[config.mk]
export PLATFORM = sky130hd
export DESIGN_NAME = merge3to1_rr
export DESIGN_NICKNAME = d
export VERILOG_FILES = /design/src/rtl/merge3to1_rr.sv
export SDC_FILE = /design/constraint.sdc
export NUM_CORES = 1
export LEC_CHECK = 0
export CAP_MARGIN = 20
export CORE_UTILIZATION = 35
export CTS_CLUSTER_DIAMETER = 50
export DETAILED_ROUTE_END_ITERATION = 8
export GPL_ROUTABILITY_DRIVEN = 1
export PLACE_DENSITY = 0.74
export SLEW_MARGIN = 20
export SYNTH_ARGS = -nofsm -noshare
export SYNTH_HDL_FRONTEND = slang
export SYNTH_SLANG_ARGS = --single-unit
export TNS_END_PERCENT = 10
[constraint.sdc]
create_clock -name Clock -period 1.7 [get_ports Clock]
set_clock_uncertainty 0.2 [all_clocks]
set_input_delay 0.255 -clock Clock [delete_from_list [all_inputs] [get_ports Clock]]
set_output_delay 0.255 -clock Clock [all_outputs]
set_load 0.005 [all_outputs]
[src/rtl/merge3to1_rr.sv]
// Three-channel round-robin byte merger with a registered, tagged valid/ready output stage.
// Latency 1 cycle; Ready is only offered when the output register is empty or draining. Optional counters: MERGE3TO1_COUNT_EN.
module merge3to1_rr #(
   parameter int         WIDTH = 8,
   parameter logic [2:0] TAG_A = 3'b001,
   parameter logic [2:0] TAG_B = 3'b010,
   parameter logic [2:0] TAG_C = 3'b011
) (
   input  logic             Clock,
   input  logic             Reset,
   input  logic [WIDTH-1:0] InA,
   input  logic             ValidA,
   output logic             ReadyA,
   input  logic [WIDTH-1:0] InB,
   input  logic             ValidB,
   output logic             ReadyB,
   input  logic [WIDTH-1:0] InC,
   input  logic             ValidC,
   output logic             ReadyC,
`ifdef MERGE3TO1_COUNT_EN
   output logic [7:0]       CountA,
   output logic [7:0]       CountB,
   output logic [7:0]       CountC,
`endif
   output logic [WIDTH-1:0] Out,
   output logic [2:0]       Sel,
   output logic             OutValid,
   input  logic             OutReady
);

   typedef enum logic {EMPTY, FULL} state_e;
   typedef enum logic [1:0] {CH_A, CH_B, CH_C} ch_e;

   state_e           state_q, state_d;
   ch_e              last_q, last_d;
   logic [WIDTH-1:0] out_q, out_d;
   logic [2:0]       sel_q, sel_d;
   logic             load;
   logic [2:0]       gnt;

   always_ff @(posedge Clock or posedge Reset) begin
      if (Reset) begin
         state_q <= EMPTY;
         last_q  <= CH_C;
         out_q   <= '0;
         sel_q   <= 3'b000;
      end else begin
         state_q <= state_d;
         last_q  <= last_d;
         out_q   <= out_d;
         sel_q   <= sel_d;
      end
   end

   assign load = (state_q == EMPTY) || OutReady;

   // Scan starts at the channel after the last winner: A->B->C->A.
   always_comb begin
      gnt = 3'b000;
      if (load) begin
         case (last_q)
            CH_A: begin
               if (ValidB)      gnt = 3'b010;
               else if (ValidC) gnt = 3'b100;
               else if (ValidA) gnt = 3'b001;
            end
            CH_B: begin
               if (ValidC)      gnt = 3'b100;
               else if (ValidA) gnt = 3'b001;
               else if (ValidB) gnt = 3'b010;
            end
            default: begin
               if (ValidA)      gnt = 3'b001;
               else if (ValidB) gnt = 3'b010;
               else if (ValidC) gnt = 3'b100;
            end
         endcase
      end
   end

   always_comb begin
      state_d = state_q;
      last_d  = last_q;
      out_d   = out_q;
      sel_d   = sel_q;
      if (gnt[0]) begin
         out_d = InA; sel_d = TAG_A; last_d = CH_A; state_d = FULL;
      end else if (gnt[1]) begin
         out_d = InB; sel_d = TAG_B; last_d = CH_B; state_d = FULL;
      end else if (gnt[2]) begin
         out_d = InC; sel_d = TAG_C; last_d = CH_C; state_d = FULL;
      end else if (state_q == FULL && OutReady) begin
         // Drained with nothing to refill: data and tag keep their last values.
         state_d = EMPTY;
      end
   end

   // Ready is masked during reset without feeding Reset back into the flops.
   assign ReadyA   = gnt[0] & ~Reset;
   assign ReadyB   = gnt[1] & ~Reset;
   assign ReadyC   = gnt[2] & ~Reset;
   assign Out      = out_q;
   assign Sel      = sel_q;
   assign OutValid = (state_q == FULL);

`ifdef MERGE3TO1_COUNT_EN
   logic [7:0] cnt_a_q, cnt_b_q, cnt_c_q;

   // Saturating per-channel transfer counts.
   always_ff @(posedge Clock or posedge Reset) begin
      if (Reset) begin
         cnt_a_q <= 8'd0;
         cnt_b_q <= 8'd0;
         cnt_c_q <= 8'd0;
      end else begin
         if (gnt[0] && cnt_a_q != 8'hFF) cnt_a_q <= cnt_a_q + 8'd1;
         if (gnt[1] && cnt_b_q != 8'hFF) cnt_b_q <= cnt_b_q + 8'd1;
         if (gnt[2] && cnt_c_q != 8'hFF) cnt_c_q <= cnt_c_q + 8'd1;
      end
   end

   assign CountA = cnt_a_q;
   assign CountB = cnt_b_q;
   assign CountC = cnt_c_q;
`endif

endmodule

==> results of run 1 <==
==> power breakdown <==
group          switching (mW)  internal [mW]  leakage (nW)  total (mW)
clock                   0.108         0.0871        0.0177       0.195
combinational           0.299          0.440         0.439       0.740
sequential             0.0558          0.401         0.152       0.457
==> sequential cells by signal, summed over array words and instances, names as in the netlist <==
name      cells
OutValid      1
last_q        2
Sel           2
Out           8
==> timing repair <==
item,4_1_cts,5_1_grt
hold endpoints to repair,0,0
endpoints found under the setup margin,4,8
pin swaps,5,6
setup buffers,10,0
resized for setup,17,5
==> how the worst max path moves through the flow <==
stage / startpoint / end / slack (ns)
2_1_floorplan: last_q[1] / ReadyB / 0.13
3_3_place_gp: ValidA / ReadyA / -0.50
3_5_place_dp: ValidA / ReadyA / -0.55
4_1_cts: last_q[1] / ReadyB / -0.11
5_1_grt: last_q[1] / ReadyB / -0.25
6_report: last_q[1] / ReadyB / -0.17
==> area by class of cell <==
type,count,area share
Tap cell,27,0.02400
Clock inverter,1,0.003556
Clock buffer,3,0.01600
Sequential cell,13,0.2320
Multi-Input combinational cell,48,0.2782
Inverter,3,0.008000
Timing Repair Buffer,68,0.4382
==> worst max-delay path, delay by kind of cell (launching register included) <==
| family | cells | cell delay (ns) |
|---|---|---|
| AOI/OAI and AO/OA | 1 | 0.11 |
| buffers and inverters | 2 | 0.24 |
| DFF | 1 | 0.56 |
| and+or+nand+nor | 3 | 0.23 |
==> per-stage QoR <==
stage	hold slack, ns	setup slack [ns]	setup TNS [ns]
3_5_place_dp	0.2939	-0.5524	-4.023
3_3_place_gp	0.2839	-0.4958	-3.245
4_1_cts	0.1589	-0.1132	-0.2820
6_report	0.1860	-0.1655	-0.4223
2_1_floorplan	-0.05540	0.1269	0
5_1_grt	0.2041	-0.2544	-0.7891
==> placed cells by master, fill, tap and decap left out, types with 2 or more instances in the layout <==
| cell | count |
|---|---|
| a22oi_1 | 9 |
| a31oi_1 | 2 |
| a32oi_1 | 6 |
| a32oi_2 | 2 |
| buf_2 | 2 |
| buf_4 | 24 |
| clkbuf_4 | 3 |
| clkdlybuf4s50_1 | 37 |
| dfrtp_1 | 12 |
| dlygate4sd2_1 | 3 |
| inv_1 | 3 |
| nand2_1 | 2 |
| nand2_2 | 2 |
| nand2b_4 | 2 |
| o21ai_1 | 8 |
==> kinds of logic after synthesis <==
kind of cell	after synthesis	synth area share
AO/OA/AOI/OAI	33	0.3554
buffers and inverters	8	0.06619
flip-flops	13	0.4547
other	1	0.005221
AND/OR/NAND/NOR	14	0.1185
==> per-layer routing <==
layer | GRT usage | vias to the layer above | wire, µm
met1 | 0.2969 | 415 | 969
met3 | 0.06154 | 2 | 156
met2 | 0.4521 | 41 | 1357
met4 | 0.04000 | 0 | 7
met5 | 0 | - | 0
li1 | - | 398 | -
==> impl_results.md, run 1 <==
- 1st-pass router iterations: 4
- Min Clock Period, post-route: 1.865 ns
- CTS clk-pin slew, worst paths: 0.09 ns
- Cells after Synth: 69
- Area Overhead vs Synth: 95.99%
- CP cell instances: buf_4 > nor2b_4 > o22ai_4 > nand2_2 > nor2_2 > buf_2
- Power Density: 988.7 nW/µm²
- Worst setup SP type: flop
- Crit end category: output pin
- # port buffers: 43
- Crit Path Category: reg -> out
- Post-DRT Antenna Nets: 0
- R2R depth: 10
- Area of the multi-input gates: 391.6 µm²
- DRC: 0
- Finished layout cell area: 1408 µm²
- Antenna diodes: 0
- WP data arrival: 1.41 ns
- Register area share after synthesis: 0.4547
- Hold Crit Class: in -> async
- Num CTS Buffers: 3
- Max VDD drop: 0.0005943 V
- Yosys warnings: 0
- CP max stage cell: dfstp_2
- H-tree depth: 1
- GPL Wtd Cong: 0.9021
- Avg WL per Cell: 15.28 µm
- Initial antenna violation count: 0
- Cell variety after synth: 26
- Delay of the slowest critical-path stage: 0.56 ns
- Routed wire length: 2490 µm
- Clk root buf: clkbuf_4
- Flop2flop setup slack: -0.14 ns
- Sink Count: 13
- CTS tree: yes
- Max-slew violation count: 0
- I/O pin count: 45
- Total power draw: 1.392 mW
- Setup Viol. Count Final: 4
- Prevailing post-synth register cell: dfrtp_1
- Grt total ovfl: 0
- Vias per Instance: 5.252
- Failing checks: negative setup slack
- Dpl cells: 149
- Max FO, Critical Path: 3
- GRT Total Usage: 0.2482
- Post-synth ARST share: 1.000
- Full die area: 2237 µm²
- Final Hold Vio Count: 0
- First-pass GRT wire length: 3788 µm
- Register bit total from synthesis: 13
- Max-Cap Viols: 0
- Worst-skew pair later-pin latency: 0.28 ns
- Vias: 856
- FMAX: 536.1 MHz
- Hpwl dp: 1633 µm
- RSZ-0062 raised after global routing: yes
- Fin util: 0.7249
- Most frequent cell after synthesis: dfrtp_1
- Share of cells above drive strength 1: 0.3309
- Fin worst setup slack: -0.1655 ns
- Reg2reg end: last_q[0]
- Leakage: 0.6082 nW
- Fin cells: 163
- Vias in the first global route: 843
- Final period utilization: 1.097
- Cell taking the most area after synthesis: dfrtp_1
- # fillers: 150
- Rows: 16
- Initial Utilization: 0.3698
- Top cells by area, synth: dfrtp_1 (42%), a22oi_1 (10%), a32oi_1 (9.8%)
- Core region area: 1942 µm²
- Post-DP Area: 1271 µm²
- DRT iter0 DRCs: 17
- Die extent in y: 47.30 µm
- EDFF count, synth: 0
- Run status: complete, but fails checks
- Mean Syn Cell Area: 10.41 µm²
- Final #Nets: 167
- Cts hold-fix bufs: 0
- Post-synth top cells: dfrtp_1 (12), a22oi_1 (10), a32oi_1 (8), o21ai_1 (8)
- Die width: 47.30 µm
- Maximum clock path buffer count: 2
- Register Area: 326.6 µm²
- Reg2Reg Launch Point: last_q[1]
- Syn Nets: 99
- WP data required: 1.24 ns
- Post-synth top area share: 0.4181
- Largest net degree at the start of global routing: 20
- Area of the mapped netlist: 718.2 µm²
No activity file was read; power rests on OpenSTA's default activity.
==> inputs of run 2 (changes only) <==
- ABC_AREA: default -> 1
- CORE_UTILIZATION: 35 -> 38
- GPL_TIMING_DRIVEN: default -> 0
- PLACE_DENSITY: 0.74 -> 0.75
- SKIP_CTS_REPAIR_TIMING: default -> 1
==> impl_results.md, run 2 <==
- # fillers: 164 (+9.3%)
- Die extent in y: 49.32 µm (+4.3%)
- Hpwl dp: 1799 µm (+10%)
- Mean Syn Cell Area: 7.806 µm² (-25%)
- 1st-pass router iterations: 4 (unchanged)
- Total power draw: 2.191 mW (+57%)
- Core region area: 2042 µm² (+5.2%)
- Reg2Reg Launch Point: last_q[1]
- Dpl cells: 179 (+20%)
- Cells after Synth: 109 (+58%)
- Syn Nets: 139 (+40%)
- Worst setup SP type: flop
- Max-slew violation count: 0 (unchanged)
- Post-synth top area share: 0.3529 (-0.06518)
- Slew HR: 0.6439
- Rows: 16 (unchanged)
- Critical Path End: ReadyC
- Max FO, Critical Path: 5 (+2)
- Routed wire length: 2948 µm (+18%)
- WP data required: 1.24 ns (about the same)
- Worst setup path start: last_q[1]
- Finished layout cell area: 1569 µm² (+11%)
- Initial Utilization: 0.4167 (+0.04682)
- Num CTS Buffers: 3 (unchanged)
- Post-DRT Antenna Nets: 0 (unchanged)
- Antenna diodes: 0 (unchanged)
- Setup Viol. Count Final: 15 (+11)
- Tightest Pin Transition: 0.5336 ns
- Flop2flop setup slack: -0.13 ns (about the same)
- GRT Total Usage: 0.2273 (-0.02088)
- DRC: 0 (unchanged)
- Max VDD drop: 0.0009203 V (+55%)
- FMAX: 486.0 MHz (-9.3%)
- Max-Cap Viols: 0 (unchanged)
- Min Clock Period, post-route: 2.058 ns (+0.1923 ns)
- First-pass GRT wire length: 4264 µm (+13%)
- Failing checks: negative setup slack
- Share of cells above drive strength 1: 0.3068 (-0.02406)
- Commonest non-fill, non-tap cell in the layout: clkdlybuf4s50_1
- RSZ-0062 raised after global routing: yes
- Cell taking the most area after synthesis: dfrtp_1
- Crit end category: output pin
- WP data arrival: 1.60 ns (+0.19 ns)
- EDFF count, synth: 0 (unchanged)
- Final #Nets: 207 (+24%)
- Post-synth top cells: nand3_1 (27), nand2_1 (25), dfrtp_1 (12)
- Initial antenna violation count: 0 (unchanged)
- Crit Path Category: reg -> out
- Most frequent cells in the layout: clkdlybuf4s50_1 (39), nand2_1 (25), nand3_1 (23)
- I/O pin count: 45 (unchanged)
- Area of the multi-input gates: 491.7 µm² (+26%)
- Register area share after synthesis: 0.3838 (-0.07088)
- Cell variety after synth: 21 (-19%)
- Maximum clock path buffer count: 2 (unchanged)
- Power Density: 1397 nW/µm² (+41%)
- # port buffers: 43 (unchanged)
- Die width: 49.32 µm (+4.3%)
- Post-synth ARST share: 1.000 (unchanged)
- Fin worst setup slack: -0.3578 ns (-0.1923 ns)
- Vias: 1037 (+21%)
- Register bit total from synthesis: 13 (unchanged)
- Leakage: 0.7468 nW (+23%)
- CTS tree: yes
- Vias in the first global route: 982 (+16%)
- Final Hold Vio Count: 0 (unchanged)
- Hold Crit Class: in -> async
- Avg WL per Cell: 14.52 µm (-4.9%)
- Area Overhead vs Synth: 84.41%
- Worst-skew pair later-pin latency: 0.30 ns (+0.02 ns)
- Register Area: 326.6 µm² (unchanged)
- Run status: complete, but fails checks
- Max reg flops: 8 (unchanged)
- Post-DP Area: 1315 µm² (+3.4%)
- Full die area: 2432 µm² (+8.7%)
- Final period utilization: 1.210 (+0.1131)
- Area of the mapped netlist: 850.8 µm² (+18%)
- Vias per Instance: 5.108 (-2.7%)
- Clk root buf: clkbuf_4
- Most frequent cell after synthesis: nand3_1
- Grt total ovfl: 0 (unchanged)
- DRT iter0 DRCs: 29 (+12)
- Sink Count: 13 (unchanged)
- Reg2reg end: Sel[1]
- GPL Wtd Cong: 0.9151 (+1.4%)
- Yosys warnings: 0 (unchanged)
- Top cells by area, synth: dfrtp_1 (35%), nand3_1 (16%), nand2_1 (11%)
- Prevailing post-synth register cell: dfrtp_1
- H-tree depth: 1 (unchanged)
- Largest net degree at the start of global routing: 14 (-30%)
- R2R depth: 9 (-1)
- Fin cells: 203 (+25%)
- CTS clk-pin slew, worst paths: 0.10 ns (about the same)
-- run 2: cell types whose count changed in the layout (fill, tap and decap cells not counted), sizes merged, moves of 3 or more --
cell         previous run  this run
nand4                   1         9
a22oi                  10         0
a32oi                   8         0
o21ai                   9         2
dlygate4sd2             3         0
inv                     3         9
nand3                   0        29
clkbuf                  3         6
nor2                    2         5
nand2                   4        30
-- run 2: layout make-up --
type                    instances  share of cell area
well taps                      27             0.02153
flip-flops and latches         13              0.2081
plain buffers                   7             0.05024
repair buffers                 63              0.3668
inverters                       9             0.02313
clock buffers                   4             0.01675
multi-input cells              80              0.3134
-- run 2: cells by family (layout without fill, tap and decap cells) --
family | count (synthesis) | after routing | share of synthesized area
other cells | 1 | 1 | 0.004408
compound gates | 6 | 6 | 0.06322
flops | 13 | 13 | 0.3838
simple gates | 73 | 73 | 0.4441
buf+inv | 16 | 83 | 0.1044
-- run 2: critical path: stages, from the launching register on --
cell and delay, ns:
dfstp_2 0.57, inv_4 0.06, nand3_4 0.08, buf_8 0.12
nand4_4 0.13, buf_6 0.18, nor2_4 0.06, clkbuf_2 0.11
-- run 2: routing by layer --
metal,global-route usage,up-vias,share of wire
met5,0,-,0
met4,0.08333,0,0.018
met3,0.04050,7,0.052
met2,0.4064,41,0.50
met1,0.2669,491,0.43
li1,-,498,-
-- run 2: power by group --
part           internal (mW)  switching (mW)
clock                 0.0915           0.125
sequential             0.469          0.0860
combinational          0.740           0.681
total                   1.30           0.891
-- run 2: how the worst min path moves through the flow --
stage | start | end | slack (ns) | depth (start not counted)
after global placement | Out[5] | Out[5] | 0.29 | 2
after detailed placement | Out[7] | Out[7] | 0.30 | 2
after global routing | Reset | Out[2] | 0.30 | 2
after floorplan | Reset | OutValid | -0.07 | 1
after CTS | Reset | Sel[0] | 0.21 | 2
final | Reset | Out[0] | 0.24 | 2
-- run 2: metrics by stage --
step                setup WS (ns)  utilization  TNS [ns]  hold WS [ns]
finish                    -0.3578       0.7684    -2.105        0.2380
detailed placement        -0.8507       0.6440    -6.595        0.2952
global placement          -0.8252       0.6440    -5.969        0.2907
floorplan               0.0001137            -         0      -0.06876
global route              -0.4072       0.7684    -2.982        0.3042
CTS                       -0.9315       0.6569    -3.622        0.2068
